File: config.mk
export PLATFORM = sky130hd
export DESIGN_NAME = rv_serial_divider
export DESIGN_NICKNAME = d
export VERILOG_FILES = /design/src/rtl/rv_serial_divider.sv
export SDC_FILE = /design/constraint.sdc
export NUM_CORES = 1
export LEC_CHECK = 0
export CAP_MARGIN = 20
export CORE_MARGIN = 4
export CORE_UTILIZATION = 54
export DETAILED_ROUTE_END_ITERATION = 8
export PLACE_DENSITY = 0.8
export SYNTH_ARGS = -nofsm -noshare
export SYNTH_HDL_FRONTEND = slang
export SYNTH_SLANG_ARGS = --single-unit
File: constraint.sdc
create_clock -name clk -period 8.1 [get_ports clk]
set_clock_uncertainty 0.15 [all_clocks]
set_input_delay 1.215 -clock clk [delete_from_list [all_inputs] [get_ports clk]]
set_output_delay 1.215 -clock clk [all_outputs]
set_load 0.1 [all_outputs]
File: src/rtl/rv_serial_divider.sv
// Radix-2 restoring divider producing RISC-V DIV/DIVU/REM/REMU results, one quotient bit per cycle.
// Optional build macro RV_DIV_EARLY_OUT_EN finishes |dividend| < |divisor| requests in one cycle.
module rv_serial_divider #(
    parameter int WIDTH  = 32,
    parameter int TAGW   = 8,
    parameter int SIGNED = 0
) (
    input  logic             clk,
    input  logic             reset,
    input  logic             enable,
    input  logic             valid_in,
    output logic             ready_in,
    input  logic [WIDTH-1:0] dividend,
    input  logic [WIDTH-1:0] divisor,
    input  logic [TAGW-1:0]  tag_in,
    output logic             valid_out,
    input  logic             ready_out,
    output logic [WIDTH-1:0] quotient,
    output logic [WIDTH-1:0] remainder,
    output logic [TAGW-1:0]  tag_out,
    output logic             busy
);

    localparam int CW = (WIDTH > 1) ? $clog2(WIDTH) : 1;

    typedef enum logic [1:0] {S_IDLE, S_BUSY, S_DONE} state_t;

    state_t           state_q, state_d;
    logic [CW-1:0]    cnt_q, cnt_d;
    logic [WIDTH:0]   prem_q, prem_d;
    logic [WIDTH-1:0] dvd_q, dvd_d;
    logic [WIDTH-1:0] dvs_q, dvs_d;
    logic [WIDTH-1:0] quotient_q, quotient_d;
    logic [WIDTH-1:0] remainder_q, remainder_d;
    logic [TAGW-1:0]  tag_q, tag_d;
    logic             neg_quo_q, neg_quo_d;
    logic             neg_rem_q, neg_rem_d;

    logic             dvd_neg, dvs_neg;
    logic [WIDTH-1:0] dvd_mag, dvs_mag;
    logic             is_zero, is_ovf, is_early;
    logic [WIDTH:0]   rem_shift, rem_diff, rem_next;
    logic             q_bit;
    logic [WIDTH-1:0] quo_next;

    always_comb begin
        dvd_neg = (SIGNED != 0) && dividend[WIDTH-1];
        dvs_neg = (SIGNED != 0) && divisor[WIDTH-1];
        dvd_mag = dvd_neg ? -dividend : dividend;
        dvs_mag = dvs_neg ? -divisor : divisor;
        is_zero = (divisor == '0);
        is_ovf  = (SIGNED != 0) && (dividend == {1'b1, {(WIDTH-1){1'b0}}}) && (divisor == '1);
`ifdef RV_DIV_EARLY_OUT_EN
        is_early = !is_zero && (dvd_mag < dvs_mag);
`else
        is_early = 1'b0;
`endif
    end

    // The partial remainder stays below the divisor, so its top bit is always zero before the shift.
    always_comb begin
        rem_shift = {prem_q[WIDTH-1:0], dvd_q[WIDTH-1]} | {prem_q[WIDTH], {WIDTH{1'b0}}};
        rem_diff  = rem_shift - {1'b0, dvs_q};
        q_bit     = ~rem_diff[WIDTH];
        rem_next  = q_bit ? rem_diff : rem_shift;
        quo_next  = {dvd_q[WIDTH-2:0], q_bit};
    end

    always_comb begin
        state_d     = state_q;
        cnt_d       = cnt_q;
        prem_d      = prem_q;
        dvd_d       = dvd_q;
        dvs_d       = dvs_q;
        quotient_d  = quotient_q;
        remainder_d = remainder_q;
        tag_d       = tag_q;
        neg_quo_d   = neg_quo_q;
        neg_rem_d   = neg_rem_q;
        if (enable) begin
            case (state_q)
                S_IDLE: begin
                    if (valid_in) begin
                        tag_d = tag_in;
                        if (is_zero) begin
                            quotient_d  = '1;
                            remainder_d = dividend;
                            state_d     = S_DONE;
                        end else if (is_ovf) begin
                            quotient_d  = dividend;
                            remainder_d = '0;
                            state_d     = S_DONE;
                        end else if (is_early) begin
                            quotient_d  = '0;
                            remainder_d = dividend;
                            state_d     = S_DONE;
                        end else begin
                            dvd_d     = dvd_mag;
                            dvs_d     = dvs_mag;
                            prem_d    = '0;
                            cnt_d     = CW'(WIDTH - 1);
                            neg_quo_d = dvd_neg ^ dvs_neg;
                            neg_rem_d = dvd_neg;
                            state_d   = S_BUSY;
                        end
                    end
                end
                S_BUSY: begin
                    prem_d = rem_next;
                    dvd_d  = quo_next;
                    cnt_d  = cnt_q - CW'(1);
                    if (cnt_q == '0) begin
                        quotient_d  = neg_quo_q ? -quo_next : quo_next;
                        remainder_d = neg_rem_q ? -rem_next[WIDTH-1:0] : rem_next[WIDTH-1:0];
                        state_d     = S_DONE;
                    end
                end
                S_DONE: begin
                    if (ready_out) state_d = S_IDLE;
                end
                default: state_d = S_IDLE;
            endcase
        end
    end

    always_ff @(posedge clk or posedge reset) begin
        if (reset) begin
            state_q     <= S_IDLE;
            cnt_q       <= '0;
            prem_q      <= '0;
            dvd_q       <= '0;
            dvs_q       <= '0;
            quotient_q  <= '0;
            remainder_q <= '0;
            tag_q       <= '0;
            neg_quo_q   <= 1'b0;
            neg_rem_q   <= 1'b0;
        end else begin
            state_q     <= state_d;
            cnt_q       <= cnt_d;
            prem_q      <= prem_d;
            dvd_q       <= dvd_d;
            dvs_q       <= dvs_d;
            quotient_q  <= quotient_d;
            remainder_q <= remainder_d;
            tag_q       <= tag_d;
            neg_quo_q   <= neg_quo_d;
            neg_rem_q   <= neg_rem_d;
        end
    end

    assign ready_in  = enable && (state_q == S_IDLE);
    assign valid_out = (state_q == S_DONE);
    assign busy      = (state_q != S_IDLE);
    assign quotient  = quotient_q;
    assign remainder = remainder_q;
    assign tag_out   = tag_q;

endmodule

Word-level counts from Yosys, hierarchy flattened:

Cells that the tools add are included.
Widths: inputs -> output; s select.

* register bits after elaboration: 176
* latch bits: 0
* memory bits (writable): 0
* bits in read-only memories: 0
* bits of input ports: 77
* output and inout port bits: 75
* word-level logic and storage cells: 54
* memories kept: 0

* $add $sub $neg: 2
* multiply operators: 0
* divide/modulo/power cells: 0
* order comparisons: 0
* equal/unequal tests: 7
* shift-type cells: 0
* multiplexer cells: 23
* bitwise gates (word level): 3
* reduce and logical (&&, ||, !) cells: 11

Operators with widths (count)
* $mux 32: 8
* $pmux 32 s2: 3
* $mux 33: 3
* $pmux 33 s2: 1
* $or 33x33->33: 1
* $sub 33x32->33: 1
* $logic_not 32->1: 1
* $reduce_and 4->1: 3
* $mux 5: 2
* $pmux 5 s2: 1
* $mux 2: 4
* $ne 2x2->1 const B: 4
* $pmux 2 s3: 1
* $logic_not 5->1: 1
* $reduce_and 5->1: 1
* $sub 5x1->5 const B: 1
* $reduce_bool 2->1: 2
* $reduce_and 3->1: 1
* $eq 2x1->1 const B: 1
* $eq 2x2->1 const B: 1
* $logic_not 2->1: 1
* $ne 2x1->1 const B: 1
* $not 1->1: 2
* $logic_and 1x1->1: 1

Longest topological paths before layout:

Gate-level depths: netlist of the first run.

* depth after elaboration: 5
* depth in mapped cells: 20
* mapped depth without buffers: 20

Worst setup path after synthesis of the first run:

No wires, ideal clock.

* path kind: register to register
* start point: register dvd_q[31]
* end point: register remainder_q[19], in the netlist remainder[19]
* setup time: 0.136 ns
* arrival: 3.559 ns
* data required time: 7.814 ns
* slack: 4.255 ns
* cell stages (with the launch flop): 20
* path buffers: 2
* clock period less this slack: 3.845 ns
* cell sequence: dfrtp_1 inv_1 ha_1 inv_1 fa_1 a21oi_1 o211ai_1 a21oi_2 nor3_2 o22ai_2 nor4_4 o21ai_0 nand2b_1 a21o_1 ha_1 buf_6 clkbuf_1 mux2_2 nand2_1 a31oi_1

* cells in the longest elaborated chain, start to end: 5

RTL lines
* start: declaration: line 31 `logic [WIDTH-1:0] dvd_q, dvd_d;`
* start signal: assignment: line 142 `dvd_q <= dvd_d;`
* $or 33x33->33: line 62 `rem_shift = {prem_q[WIDTH-1:0], dvd_q[WIDTH-1]} | {prem_q[WIDTH], {WIDTH{1'b0}}};`
* $sub 33x32->33: line 63 `rem_diff = rem_shift - {1'b0, dvs_q};`
* $mux 33: line 65 `rem_next = q_bit ? rem_diff : rem_shift;`
* $mux 32: line 112 `if (cnt_q == '0) begin`
* $pmux 32 s2: line 81 `case (state_q)`
* end signal: assignment: line 145 `remainder_q <= remainder_d;`
* end: declaration: line 34 `logic [WIDTH-1:0] remainder_q, remainder_d;`

No other way between the ends. The select of a mux whose other input is x is not followed.
A chain may end at the register's enable or synchronous reset.

Final worst setup path of the first run:

* start point: register dvd_q[31]
* end point: register remainder_q[29], in the netlist remainder[29]

Same word-level chain as after synthesis.

==> results of run 1 <==
## stage by stage
step	std cells	setup slack [ps]	hold slack, ps
final	1393	3510	317
after global routing	1393	3120	329
after CTS	1393	3540	321
after detailed placement	1361	3570	301
after global placement	1361	3580	301
after floorplan	1037	1960	280
## state kept, by name, summed over array words and instances, names as in the netlist
| name | cells |
|---|---|
| cnt_q | 5 |
| state_q | 2 |
| prem_q | 33 |
| dvd_q | 32 |
| tag_out | 8 |
| dvs_q | 32 |
| remainder | 32 |
| quotient | 32 |
## worst reg2reg max path: cells and delay by family (launching register included)
kind,cells,cell delay [ps]
AO/OA/AOI/OAI,8,1490
AND/OR/NAND/NOR,5,930
adder cells (fa/ha/maj),3,860
buffers and inverters,3,550
flip-flops,1,400
multiplexers,1,160
## synth_stat cells (9+ instances only)
library cell  count
a21o_1           10
o21ai_0          66
inv_1            49
nand3_1          10
o21ai_1          11
a21oi_1          59
nand2_1         209
ha_1             35
clkbuf_1         32
nor2_1           80
mux2_2           44
xnor2_1          15
dfrtp_1         176
nor3_1            9
nor4_1           11
mux2i_1          18
a31oi_1          44
buf_2            14
## cells by family after synthesis
logic type,Yosys count,share of synthesized area (%)
XOR/XNOR,23,2.11
buffers and inverters,111,4.96
AND/OR/NAND/NOR,370,17.1
AO/OA/AOI/OAI,258,17.6
flip-flops,176,46.2
adder cells (fa/ha/maj),36,4.80
multiplexers,63,7.25
## final timing paths
kind,from,end,slack [ps],depth (start not counted)
setup / recovery,dvd_q[31],remainder[29],3510,20
min in group asynchronous,reset,quotient[4],1100,2
setup reg to reg,dvd_q[31],remainder[29],3510,20
hold reg to reg,quotient[8],quotient[8],320,2
max in group asynchronous,reset,cnt_q[3],5490,3
hold / removal,quotient[8],quotient[8],320,2
## final cells by class
| cell class | instances | area [sq um] | area share, % |
|---|---|---|---|
| multi-input combinational | 750 | 4680 | 39.9 |
| sequential | 176 | 4400 | 37.6 |
| timing repair buffer | 160 | 1580 | 13.5 |
| clock buffer | 19 | 433 | 3.69 |
| tap | 225 | 282 | 2.40 |
| inverter | 50 | 193 | 1.64 |
| clock inverter | 13 | 151 | 1.29 |
## routing by layer
layer	wire length, um	global-route usage, %	up-vias
met2	10800	37.7	279
met5	0	0	-
met4	418	6.37	0
li1	-	-	3856
met1	11300	37.6	3831
met3	1540	4.61	26
## placed cells by master (no fill, tap or decap), drive strengths merged, types with 19 or more instances in the layout
master | netlist | routed
ha | 35 | 35
o21ai | 78 | 78
inv | 49 | 55
a31oi | 46 | 46
a21oi | 62 | 62
mux2 | 45 | 45
clkdlybuf4s50 | 0 | 151
clkbuf | 34 | 19
nor2 | 80 | 80
nand2 | 209 | 209
dfrtp | 176 | 176
==> flow_metrics.env, run 1 <==
export IMPL_final_hold_viol_count=0
export IMPL_vias=7992
export IMPL_yosys_top_cells_area="dfrtp_1 (46%), nand2_1 (8.2%), mux2_2 (5.2%)"
export IMPL_yosys_area_top_type="dfrtp_1"
export IMPL_drc=0
export IMPL_setup_tns_final_ps=0
export IMPL_num_rows=48
export IMPL_grt_pass1_vias=7651
export IMPL_utilization_pct=67.8
export IMPL_grt_setup_unrepaired="false"
export IMPL_ios=152
export IMPL_clk_latency_ps=430
export IMPL_viasPerCell=5.74
export IMPL_hp_class="reg -> reg"
export IMPL_synth_edf_count=0
export IMPL_cp_end_kind="flip-flop"
export IMPL_synth_area_per_cell_sq_um=9.19
export IMPL_design_area_sq_um=11700
export IMPL_drtIter0Drc=768
export IMPL_grt_usage_pct=25.0
export IMPL_worst_ep_required_time_ps=8300
export IMPL_finalSetupViolations=0
export IMPL_routedWlPerCell_um=17.3
export IMPL_status="finished clean"
export IMPL_finalMaxSlewViolations=0
export IMPL_slowest_stage="buf_4"
export IMPL_cts_clk_slew_worst_paths_ps=70
export IMPL_ctsRootBufferMaster="clkbuf_16"
export IMPL_placed_area_sq_um=11100
export IMPL_cts_inserted_buffers=17
export IMPL_path_cells="inv_1 > ha_1 > inv_1 > fa_1 > a21oi_1 > o211ai_1 > a21oi_2 > nor3_2 > o22ai_2 > nor4_4 > o21ai_0 > nand2b_1 > a21o_1 > ha_1 > buf_4 > nand2_1 > or3_1 > mux2i_1 > a211oi_2 > a31oi_1"
export IMPL_post_cts_resized=0
export IMPL_syn_num_nets=1150
export IMPL_worst_path_max_fanout=37
export IMPL_timing_final_crit_share_pct=56.7
export IMPL_cp_top_family="compound AO/OA/AOI/OAI gates"
export IMPL_postCtsSetupBuffers=0
export IMPL_cp_num_buf_inv=3
export IMPL_crit_type="reg -> reg"
export IMPL_hpwl_um=17100
export IMPL_fp_dieW_um=141
export IMPL_wirelength_um=24100
export IMPL_ant_nets=0
export IMPL_grt_max_degree=93
export IMPL_ys_ff_latch=176
export IMPL_grt_ovfl_total=0
export IMPL_htree_num_levels=4
export IMPL_slowest_delay_ps=420
export IMPL_antenna_found_initial=0
export IMPL_grt_pass1_wl_um=39800
export IMPL_gp_congestion=0.951
export IMPL_tritoncts="yes"
export IMPL_synthDistinctLibCells=73
export IMPL_die_h_um=141
export IMPL_seq_area_frac_synth_pct=46.2
export IMPL_synth_top_area_share_pct=46.2
export IMPL_cts_hold_buf=0
export IMPL_arrival_ps=4790
export IMPL_worstSetupStartpointType="flip-flop"
export IMPL_dieArea_sq_um=19800
export IMPL_diodes=0
export IMPL_synth_async_sr_flop_share_pct=100
export IMPL_fmax_ghz=0.218
export IMPL_synth_warnings=0
export IMPL_clk_path_buf_depth=2
export IMPL_drive_above_1_share_pct=10.0
export IMPL_slew_headroom_pct=30.5
export IMPL_io_buffers=151
export IMPL_area_growth_synth_to_final_pct=22.9
export IMPL_tightest_slew_ps=1040
export IMPL_synthCells=1037
export IMPL_syn_area_sq_um=9530
export IMPL_firstDrtPassIters=5
export IMPL_fin_crit_ps=4590
export IMPL_initial_core_util_pct=55.1
export IMPL_n_fill_cell=1394
export IMPL_cap_violations=0
export IMPL_synth_top_flop_cell="dfrtp_1"
export IMPL_nets=1268
export IMPL_core_area_sq_um=17300
export IMPL_cts_sinks=176
Power of run 1 is not shown: default switching activity piles up to over one toggle a cycle in this logic, so the estimate is an artifact.
==> inputs of run 2 (changes only) <==
--- a/config.mk
+++ b/config.mk
@@ -7,9 +7,9 @@
 export LEC_CHECK = 0
 export CAP_MARGIN = 20
 export CORE_MARGIN = 4
-export CORE_UTILIZATION = 54
+export CORE_UTILIZATION = 49
 export DETAILED_ROUTE_END_ITERATION = 8
-export PLACE_DENSITY = 0.8
+export PLACE_DENSITY = 0.77
 export SYNTH_ARGS = -nofsm -noshare
 export SYNTH_HDL_FRONTEND = slang
 export SYNTH_SLANG_ARGS = --single-unit
==> constraint.sdc (replaced) <==
create_clock -name clk -period 3.8 [get_ports clk]
set_clock_uncertainty 0.15 [all_clocks]
set_input_delay 0.57 -clock clk [delete_from_list [all_inputs] [get_ports clk]]
set_output_delay 0.57 -clock clk [all_outputs]
set_load 0.1 [all_outputs]
==> flow_metrics.env, run 2 (same netlist as run 1, synthesis figures left out) <==
export IMPL_design_area_sq_um=12500
export IMPL_largest_reg_flops=33
export IMPL_grt_setup_unrepaired="true"
export IMPL_tightest_slew_ps=1050
export IMPL_slowest_delay_ps=450
export IMPL_grt_max_degree=177
export IMPL_setup_tns_final_ps=0
export IMPL_status="finished clean"
export IMPL_ios=152
export IMPL_cp_end_kind="flip-flop"
export IMPL_diodes=0
export IMPL_nets=1322
export IMPL_dieArea_sq_um=21800
export IMPL_antenna_found_initial=0
export IMPL_fp_dieW_um=147
export IMPL_crit_type="reg -> reg"
export IMPL_path_cells="ha_1 > and2_1 > and3_1 > a211oi_2 > nand2_1 > o22ai_2 > nor4_4 > o21ai_1 > nand2b_1 > a21o_1 > ha_4 > inv_4 > nor4b_2 > a211o_1 > o31ai_4 > a21oi_2 > a21o_1"
export IMPL_final_cell_mix="nand2_1 (208), dfrtp_1 (176), clkdlybuf4s50_1 (148)"
export IMPL_hold_start="quotient[28]"
export IMPL_hpwl_um=18600
export IMPL_clk_path_buf_depth=2
export IMPL_core_area_sq_um=18900
export IMPL_n_fill_cell=1535
export IMPL_slowest_stage="dfrtp_1"
export IMPL_worstSetupStartpointType="flip-flop"
export IMPL_fin_crit_ps=3740
export IMPL_crit_top_cell="a21o_1"
export IMPL_htree_num_levels=4
export IMPL_fin_cells=1481
export IMPL_tritoncts="yes"
export IMPL_finalMaxSlewViolations=0
export IMPL_grt_ovfl_total=0
export IMPL_finalSetupViolations=0
export IMPL_routedWlPerCell_um=17.3
export IMPL_cp_num_buf_inv=1
export IMPL_seqCellArea_sq_um=4400
export IMPL_wirelength_um=25700
export IMPL_startpoint="prem_q[18]"
export IMPL_drc=0
export IMPL_grt_usage_pct=23.6
export IMPL_ant_nets=0
export IMPL_gp_congestion=0.903
export IMPL_clk_latency_ps=430
export IMPL_worst_ep_required_time_ps=3970
export IMPL_timing_final_crit_share_pct=98.5
export IMPL_largest_register="prem_q"
export IMPL_num_rows=50
export IMPL_met3_usage_pct=3.95
export IMPL_vias=8266
export IMPL_area_growth_synth_to_final_pct=30.7
export IMPL_ctsRootBufferMaster="clkbuf_16"
export IMPL_cap_violations=0
export IMPL_drive_above_1_share_pct=16.9
export IMPL_arrival_ps=3910
export IMPL_viasPerCell=5.58
export IMPL_utilization_pct=65.9
export IMPL_firstDrtPassIters=5
export IMPL_worst_path_max_fanout=8
export IMPL_cts_clk_slew_worst_paths_ps=70
export IMPL_grt_util_met1_pct=34.8
export IMPL_grt_pass1_wl_um=41600
export IMPL_cts_hold_buf=0
export IMPL_initial_core_util_pct=50.5
export IMPL_cts_inserted_buffers=17
export IMPL_multi_input_area_sq_um=4890
export IMPL_grt_pass1_vias=7992
export IMPL_drtIter0Drc=741
export IMPL_mostFrequentLayoutCell="nand2_1"
export IMPL_grt_busiest_layer="met2"
export IMPL_final_hold_viol_count=0
export IMPL_slew_headroom_pct=30.0
export IMPL_cp_top_family="compound AO/OA/AOI/OAI gates"
export IMPL_place_inst=1447
export IMPL_fmax_ghz=0.267
export IMPL_r2r_start="prem_q[18]"
export IMPL_gr_usage_met2_pct=36.3
export IMPL_die_h_um=147
export IMPL_placed_area_sq_um=11600
export IMPL_hp_class="reg -> reg"
export IMPL_io_buffers=151
export IMPL_cts_sinks=176
-- run 2: changes by cell type in the layout (fill, tap and decap cells not counted), sizes merged --
cell           previous run  this run
buf                       9        66
clkdlybuf4s50           151       148
clkinvlp                  2         4
clkinv                    4         2
clkbuf                   19        18
-- run 2: path summary, 6_finish.rpt --
check,end,slack [ps],cells after the start
worst max-delay path,remainder[16],60,17
worst min-delay path,quotient[28],310,2
worst max register to register,remainder[16],60,17
worst min register to register,quotient[28],310,2
max in group asynchronous,prem_q[25],2140,3
min in group asynchronous,quotient[6],500,3
-- run 2: worst register-to-register path, cell delays in order, from the launching register on --
cell	delay, ps
dfrtp_1	450
ha_1	330
and2_1	200
and3_1	200
a211oi_2	330
nand2_1	130
o22ai_2	180
nor4_4	60
o21ai_1	120
nand2b_1	70
a21o_1	180
ha_4	270
inv_4	100
nor4b_2	60
a211o_1	300
o31ai_4	270
a21oi_2	80
a21o_1	150
-- run 2: layout make-up --
cell class,instances,area share (%)
timing repair buffer,214,16.5
clock buffer,18,3.53
tap,260,2.61
sequential,176,35.4
inverter,50,1.56
clock inverter,13,1.21
multi-input combinational,750,39.2
-- run 2: metal layers --
layer  part of all wire (%)  vias up
met5                      0        -
met4                    1.7        0
met3                    6.3       33
li1                       -     3976
met1                     47     3952
met2                     45      305
-- run 2: stage by stage --
step	hold WS [ps]	setup slack, ps
finish	314	58.2
global route	337	-126
CTS	321	9.81
detailed placement	305	-160
global placement	300	-59.2
floorplan	280	14.8
-- run 2: repair_timing --
| item | 4_1_cts | 5_1_grt |
|---|---|---|
| endpoints found under the setup margin | 34 | 54 |
| gates resized for setup | 11 | 40 |
| setup buffers | 2 | 1 |
| gates cloned | 0 | 1 |
| pin swaps | 5 | 17 |
Power of run 2 is left out for the same reason.
==> inputs of run 3 (changes only) <==
--- a/config.mk
+++ b/config.mk
@@ -5,6 +5,7 @@
 export SDC_FILE = /design/constraint.sdc
 export NUM_CORES = 1
 export LEC_CHECK = 0
+export ABC_CLOCK_PERIOD_IN_PS = 3800
 export CAP_MARGIN = 20
 export CORE_MARGIN = 4
 export CORE_UTILIZATION = 49
==> results of run 3 <==
No change in the layout: final DEF, timing and power equal those of run 2.
Power of run 3 is left out for the same reason.
